[config.mk]
export PLATFORM = sky130hd
export DESIGN_NAME = tc_event_monitor
export DESIGN_NICKNAME = d
export VERILOG_FILES = /design/src/rtl/tc_event_monitor.sv
export SDC_FILE = /design/constraint.sdc
export NUM_CORES = 1
export LEC_CHECK = 0
export BUFFER_PORTS_ARGS = -buffer_cell sky130_fd_sc_hd__buf_2
export CORE_MARGIN = 2
export CORE_UTILIZATION = 55
export CTS_CLUSTER_DIAMETER = 80
export CTS_CLUSTER_SIZE = 10
export DETAILED_ROUTE_END_ITERATION = 16
export HOLD_SLACK_MARGIN = 0.08
export PLACE_DENSITY = 0.77
export SETUP_SLACK_MARGIN = 0.4
export SYNTH_ARGS = -nofsm -noshare
export SYNTH_HDL_FRONTEND = slang
export SYNTH_SLANG_ARGS = --single-unit
[constraint.sdc]
create_clock -name clk -period 5.2 [get_ports clk]
set_clock_uncertainty 0.05 [all_clocks]
set_input_delay 0.52 -clock clk [delete_from_list [all_inputs] [get_ports clk]]
set_output_delay 0.52 -clock clk [all_outputs]
set_load 0.05 [all_outputs]
[src/rtl/tc_event_monitor.sv]
// ---------------------------------------------------------------------------
// tc_event_monitor
//
// Watches the terminal-count output of the cascaded counter chain. It counts
// rising edges of that signal, measures the clock-cycle period between
// consecutive edges (last / min / max), flags a stall when no edge arrives
// for TIMEOUT cycles, and shows one statistic on ten LEDs.
//
// Parameters:
//   CNT_W   - event counter width; the counter saturates at all-ones
//   PER_W   - period counter and period register width (must be >= 10)
//   TIMEOUT - cycles without an edge before the monitor enters STALL
//
// Ports:
//   clk         in   system clock
//   reset       in   asynchronous, active-high reset
//   tc_in       in   terminal count, synchronous to clk, pulse or level
//   clear       in   synchronous statistics clear, active-high
//   sel[1:0]    in   LED display select
//   event_count out  rising edges seen since reset/clear
//   last_period out  cycles between the two most recent edges
//   min_period  out  smallest measured period (all-ones until two edges)
//   max_period  out  largest measured period
//   seen        out  sticky flag, set by the first edge
//   stall       out  high while in STALL
//   state[1:0]  out  IDLE=00, RUN=01, STALL=10
//   led[9:0]    out  display word picked by sel
// ---------------------------------------------------------------------------
module tc_event_monitor #(
   parameter int CNT_W   = 16,
   parameter int PER_W   = 32,
   parameter int TIMEOUT = 100000000
) (
   input  logic             clk,
   input  logic             reset,
   input  logic             tc_in,
   input  logic             clear,
   input  logic [1:0]       sel,
   output logic [CNT_W-1:0] event_count,
   output logic [PER_W-1:0] last_period,
   output logic [PER_W-1:0] min_period,
   output logic [PER_W-1:0] max_period,
   output logic             seen,
   output logic             stall,
   output logic [1:0]       state,
   output logic [9:0]       led
);

   typedef enum logic [1:0] {
      ST_IDLE  = 2'b00,
      ST_RUN   = 2'b01,
      ST_STALL = 2'b10
   } state_t;

   // The stall decision is taken one cycle early, on the cycle whose count
   // brings cyc to TIMEOUT, so stall rises together with that count.
   localparam logic [PER_W-1:0] CYC_LIMIT = PER_W'(TIMEOUT - 1);

   state_t             state_q, state_d;
   logic               tc_q, tc_d;
   logic [PER_W-1:0]   cyc_q, cyc_d;
   logic [CNT_W-1:0]   event_count_q, event_count_d;
   logic [PER_W-1:0]   last_period_q, last_period_d;
   logic [PER_W-1:0]   min_period_q, min_period_d;
   logic [PER_W-1:0]   max_period_q, max_period_d;
   logic               seen_q, seen_d;
   logic               stall_q, stall_d;
   logic               tc_rise;
   logic [7:0]         count_low;

   // A held-high level produces exactly one rise because tc_q follows tc_in
   // every cycle, including cycles where clear is active.
   assign tc_rise = tc_in & ~tc_q;

   // Next-state and statistics update. clear wins over everything and drops
   // any coincident edge. The first edge after IDLE only starts the period
   // timer; later edges capture cyc, which at that moment equals the number
   // of clock edges since the previous event.
   always_comb begin
      tc_d          = tc_in;
      state_d       = state_q;
      cyc_d         = cyc_q;
      event_count_d = event_count_q;
      last_period_d = last_period_q;
      min_period_d  = min_period_q;
      max_period_d  = max_period_q;
      seen_d        = seen_q;
      stall_d       = stall_q;

      if (clear) begin
         state_d       = ST_IDLE;
         cyc_d         = '0;
         event_count_d = '0;
         last_period_d = '0;
         min_period_d  = '1;
         max_period_d  = '0;
         seen_d        = 1'b0;
         stall_d       = 1'b0;
      end else begin
         case (state_q)
            ST_IDLE: begin
               cyc_d = '0;
               if (tc_rise) begin
                  state_d       = ST_RUN;
                  seen_d        = 1'b1;
                  event_count_d = CNT_W'(1);
                  cyc_d         = PER_W'(1);
               end
            end
            ST_RUN, ST_STALL: begin
               if (tc_rise) begin
                  last_period_d = cyc_q;
                  if (cyc_q < min_period_q) begin
                     min_period_d = cyc_q;
                  end
                  if (cyc_q > max_period_q) begin
                     max_period_d = cyc_q;
                  end
                  if (event_count_q != '1) begin
                     event_count_d = event_count_q + CNT_W'(1);
                  end
                  cyc_d   = PER_W'(1);
                  state_d = ST_RUN;
                  stall_d = 1'b0;
               end else begin
                  if (cyc_q != '1) begin
                     cyc_d = cyc_q + PER_W'(1);
                  end
                  if ((state_q == ST_RUN) && (cyc_q == CYC_LIMIT)) begin
                     state_d = ST_STALL;
                     stall_d = 1'b1;
                  end
               end
            end
            default: begin
               state_d = ST_IDLE;
               cyc_d   = '0;
               stall_d = 1'b0;
            end
         endcase
      end
   end

   // State and statistics registers with asynchronous reset.
   always_ff @(posedge clk or posedge reset) begin
      if (reset) begin
         tc_q          <= 1'b0;
         state_q       <= ST_IDLE;
         cyc_q         <= '0;
         event_count_q <= '0;
         last_period_q <= '0;
         min_period_q  <= '1;
         max_period_q  <= '0;
         seen_q        <= 1'b0;
         stall_q       <= 1'b0;
      end else begin
         tc_q          <= tc_d;
         state_q       <= state_d;
         cyc_q         <= cyc_d;
         event_count_q <= event_count_d;
         last_period_q <= last_period_d;
         min_period_q  <= min_period_d;
         max_period_q  <= max_period_d;
         seen_q        <= seen_d;
         stall_q       <= stall_d;
      end
   end

   // The LED word always shows eight count bits; narrow counters are
   // zero-extended so small CNT_W builds still display correctly.
   generate
      if (CNT_W >= 8) begin : g_count_wide
         assign count_low = event_count_q[7:0];
      end else begin : g_count_narrow
         assign count_low = {{(8 - CNT_W){1'b0}}, event_count_q};
      end
   endgenerate

   // Display multiplexer: status and low count bits, or the top ten bits of
   // one of the period registers.
   always_comb begin
      led = {seen_q, stall_q, count_low};
      case (sel)
         2'b01:   led = last_period_q[PER_W-1 -: 10];
         2'b10:   led = min_period_q[PER_W-1 -: 10];
         2'b11:   led = max_period_q[PER_W-1 -: 10];
         default: led = {seen_q, stall_q, count_low};
      endcase
   end

   assign event_count = event_count_q;
   assign last_period = last_period_q;
   assign min_period  = min_period_q;
   assign max_period  = max_period_q;
   assign seen        = seen_q;
   assign stall       = stall_q;
   assign state       = state_q;

endmodule

==> Flow_metrics.wiki <==
{| class="wikitable"
! Metric !! Value
|-
| Result of the run || finished clean
|-
| Largest net degree at the start of global routing || 95
|-
| Antenna-violating nets left || 0
|-
| Critical path arrival || 3.74 ns
|-
| Net count reported at finish || 1,144
|-
| Area growth, synth to finish || 14.2%
|-
| Cell-by-cell trace of the critical path || ha_1, and4_1, nand4_1, a211oi_1, o31ai_1, a21oi_4, buf_4, mux2i_1
|-
| Number of optimization iterations in the first detailed-route pass || 5
|-
| Power Density || around 250 nW/µm²
|-
| Area share of the largest cell type after synthesis || 32.4%
|-
| Reg2reg setup slack || 1.75 ns
|-
| Fin crit period || roughly 3.4 ns
|-
| Worst hold-check path type || in2reg
|-
| Floorplan Core Area || 16,000 µm²
|-
| Worst hold slack || 0.177 ns
|-
| Number of diodes || 0
|-
| Source-to-sink clock delay at the later pin of the worst-skew pair || 0.43 ns
|-
| Cell area reported after detailed placement || 9760 µm²
|-
| Gates resized, CTS repair || 0
|-
| Count of input and output buffers || 131
|-
| Top cell types by occurrence after synthesis || sky130_fd_sc_hd__dfrtp_1 (117), sky130_fd_sc_hd__nand2_1 (108), sky130_fd_sc_hd__inv_1 (73)
|-
| Dominant cell by count in the synthesized netlist || sky130_fd_sc_hd__dfrtp_1
|-
| Number of DRC violations after detailed-routing iteration 0 || around 640
|-
| Overall global routing resource usage || roughly 27%
|-
| Count of flip-flops with a built-in enable after synthesis || 0
|-
| Startpoint types || register
|-
| Count of H-tree levels built during CTS || 4
|-
| Antenna violations before repair || 0
|-
| Start point of the worst hold path || tc_in
|-
| Overall Power || 2.59 mW
|-
| Number of instances on the worst hold path || 1
|-
| Class of the most critical setup path || reg2reg
|-
| Maximum fanout encountered on the critical timing path || 18
|-
| Mapped cell area || roughly 9000 µm²
|-
| Sink count of the clock tree || roughly 150
|-
| Share of the yosys chip area belonging to registers || between 40% and 50%
|-
| Sink of the worst hold path || tc_q
|-
| Number of buffers added to fix hold violations after cts || 0
|-
| Final setup violating endpoints || 0
|-
| Top_reg_cell synth || sky130_fd_sc_hd__dfrtp_1
|-
| TritonCTS clock tree || built
|-
| Die outline height || 132 µm
|-
| Width of the die || 132 µm
|-
| Delay contributed by the slowest stage of the critical path || 0.64 ns
|-
| Capture point of the worst reg-to-reg path || max_period[3]
|-
| Launching point of the worst reg2reg path || cyc_q[15]
|-
| Post-synth ARST share || 100%
|-
| Setup repair after global routing missed its margin || false
|-
| Accumulated negative setup slack || 0 ns
|-
| Inserted Clock Buffers || 17
|-
| Post-Layout Inst Area || 10,300 µm²
|-
| Clock tree root driver cell || sky130_fd_sc_hd__clkbuf_16
|-
| Reg2Reg Depth || 8
|-
| Nature of the critical path endpoint || register
|-
| Worst path slowest cell || sky130_fd_sc_hd__a21oi_4
|-
| Final cycle utilization of the critical path || 66.3%
|-
| CTS clock-pin slew for the worst setup and hold paths || 0.06 ns
|-
| Highest ir drop seen on vdd || ~0.22 mV
|-
| Initial core utilization || between 50% and 60%
|-
| Worst slew slack as a fraction of its limit || 43.7%
|-
| Area enclosed by the die boundary || between 15,000 and 20,000 µm²
|-
| Fraction of final layout cells sized beyond drive strength 1 || 21.3%
|-
| RD Place Congestion || 0.861
|-
| Number of global-route vias before repair || 7,268
|-
| Syn avg cell area || 9.33 µm²
|-
| Synth Register Bits || 149
|-
| Largest area contributor in the netlist || sky130_fd_sc_hd__dfrtp_1
|-
| Worst-Margin Slew || about 0.84 ns
|-
| Cell Rows || 46
|-
| Routed wire per std cell || 17.9 µm
|-
| Via count || 7,642
|-
| Total congestion overflow || 0
|-
| Mapped Cells || 969
|-
| Pins Over Slew Limit || 0
|-
| Synth area leaders || sky130_fd_sc_hd__dfrtp_1 (32%), sky130_fd_sc_hd__ha_1 (9.5%), sky130_fd_sc_hd__dfstp_2 (9.3%), sky130_fd_sc_hd__nand2b_1 (4.9%), sky130_fd_sc_hd__nand2_1 (4.5%)
|-
| Post-route DRC || 0
|-
| Req. time, crit path || 5.49 ns
|-
| HPWL after DPL || roughly 16,000 µm
|-
| DRT Wirelength || 23,200 µm
|-
| F_max || approximately 290 MHz
|-
| Clk buf depth || 2
|-
| Total of warnings raised by yosys || 0
|-
| Standby leakage power || 4.85 nW
|-
| Syn_nets || between 1,000 and 1,500
|-
| Count of max-cap constraint violations || 0
|-
| Wire length of the first global-routing pass || 38,100 µm
|-
| Detailed-route vias per instance || slightly below 6
|-
| Number of top-level pins || around 130
|-
| Library cells used by synthesis || 66
|-
| Post-CTS setup-driven buffer insertion count || 0
|-
| Final-report hold violation count || 0
|}
-- worst max-delay path by stage --
stage	start	endpoint	slack (ns)	cells past startpoint
6_report	cyc_q[15]	max_period[3]	1.75	8
5_1_grt	state[0]	min_period[1]	1.45	8
4_1_cts	cyc_q[15]	max_period[3]	1.77	8
3_5_place_dp	cyc_q[15]	max_period[6]	1.83	8
3_3_place_gp	cyc_q[15]	max_period[5]	1.88	8
2_1_floorplan	reset	cyc_q[0]	0.67	1
-- kinds of logic after synthesis --
logic type / share of synthesized area, %
mux: 6.81
xor+xnor: 1.84
buf+inv: 6.02
fa+ha+maj: 9.54
flops: 41.7
compound gates: 13.6
simple gates: 20.5
-- state kept, by name, indices dropped and copies added (netlist names) --
register,count
cyc_q,32
last_period,32
max_period,32
min_period,32
event_count,16
state,2
seen,1
stall,1
tc_q,1
-- critical path, delay by kind of cell (launching register included) --
kind / cells / cell delay (ns)
AO/OA/AOI/OAI: 3 / 1.21
adder cells (fa/ha/maj): 1 / 0.39
buffers and inverters: 1 / 0.47
flip-flops: 1 / 0.52
multiplexers: 1 / 0.26
AND/OR/NAND/NOR: 2 / 0.44
-- through the flow --
stage,cells,utilization [%],setup slack (ns)
2_1_floorplan,969,-,0.675
3_3_place_gp,1266,61.0,1.88
3_5_place_dp,1266,61.0,1.83
4_1_cts,1298,64.6,1.77
5_1_grt,1298,64.6,1.45
6_report,1298,64.6,1.75
-- placed cells by master, fill, tap and decap left out, types with 18 or more instances in the layout --
cell type                  synthesis  routed
sky130_fd_sc_hd__nand2_1         108     108
sky130_fd_sc_hd__nand3_1          21      21
sky130_fd_sc_hd__nor3_1           18      18
sky130_fd_sc_hd__dfstp_2          32      32
sky130_fd_sc_hd__ha_1             69      69
sky130_fd_sc_hd__nand2b_1         71      71
sky130_fd_sc_hd__nand4_1          25      25
sky130_fd_sc_hd__mux2i_1          39      39
sky130_fd_sc_hd__inv_1            73      72
sky130_fd_sc_hd__buf_2            15     130
sky130_fd_sc_hd__a21oi_1          64      64
sky130_fd_sc_hd__a31oi_1          35      35
sky130_fd_sc_hd__nor2_1           48      48
sky130_fd_sc_hd__dfrtp_1         117     117
sky130_fd_sc_hd__o21ai_1          49      49
-- power breakdown --
part	switching, mW	internal, mW
clock network	0.500	0.696
logic	0.155	0.0526
registers	0.0113	1.18
-- final cells by class --
class,instances,area (µm²)
flip-flops and latches,149,3770
well taps,216,270
clock buffers,21,470
fillers,1371,5670
inverters,73,279
multi-input cells,691,4740
clock inverters,11,100
repair buffers,137,703
-- per-layer routing --
| metal | up-vias | track usage [%] | routed length, µm |
|---|---|---|---|
| met3 | 26 | 3.92 | 1250 |
| met2 | 246 | 41.9 | 10900 |
| met4 | 0 | 8.24 | 357 |
| met1 | 3762 | 39.1 | 10700 |
| li1 | 3608 | - | - |
| met5 | - | 0 | 0 |
No activity file was read; power rests on OpenSTA's default activity.
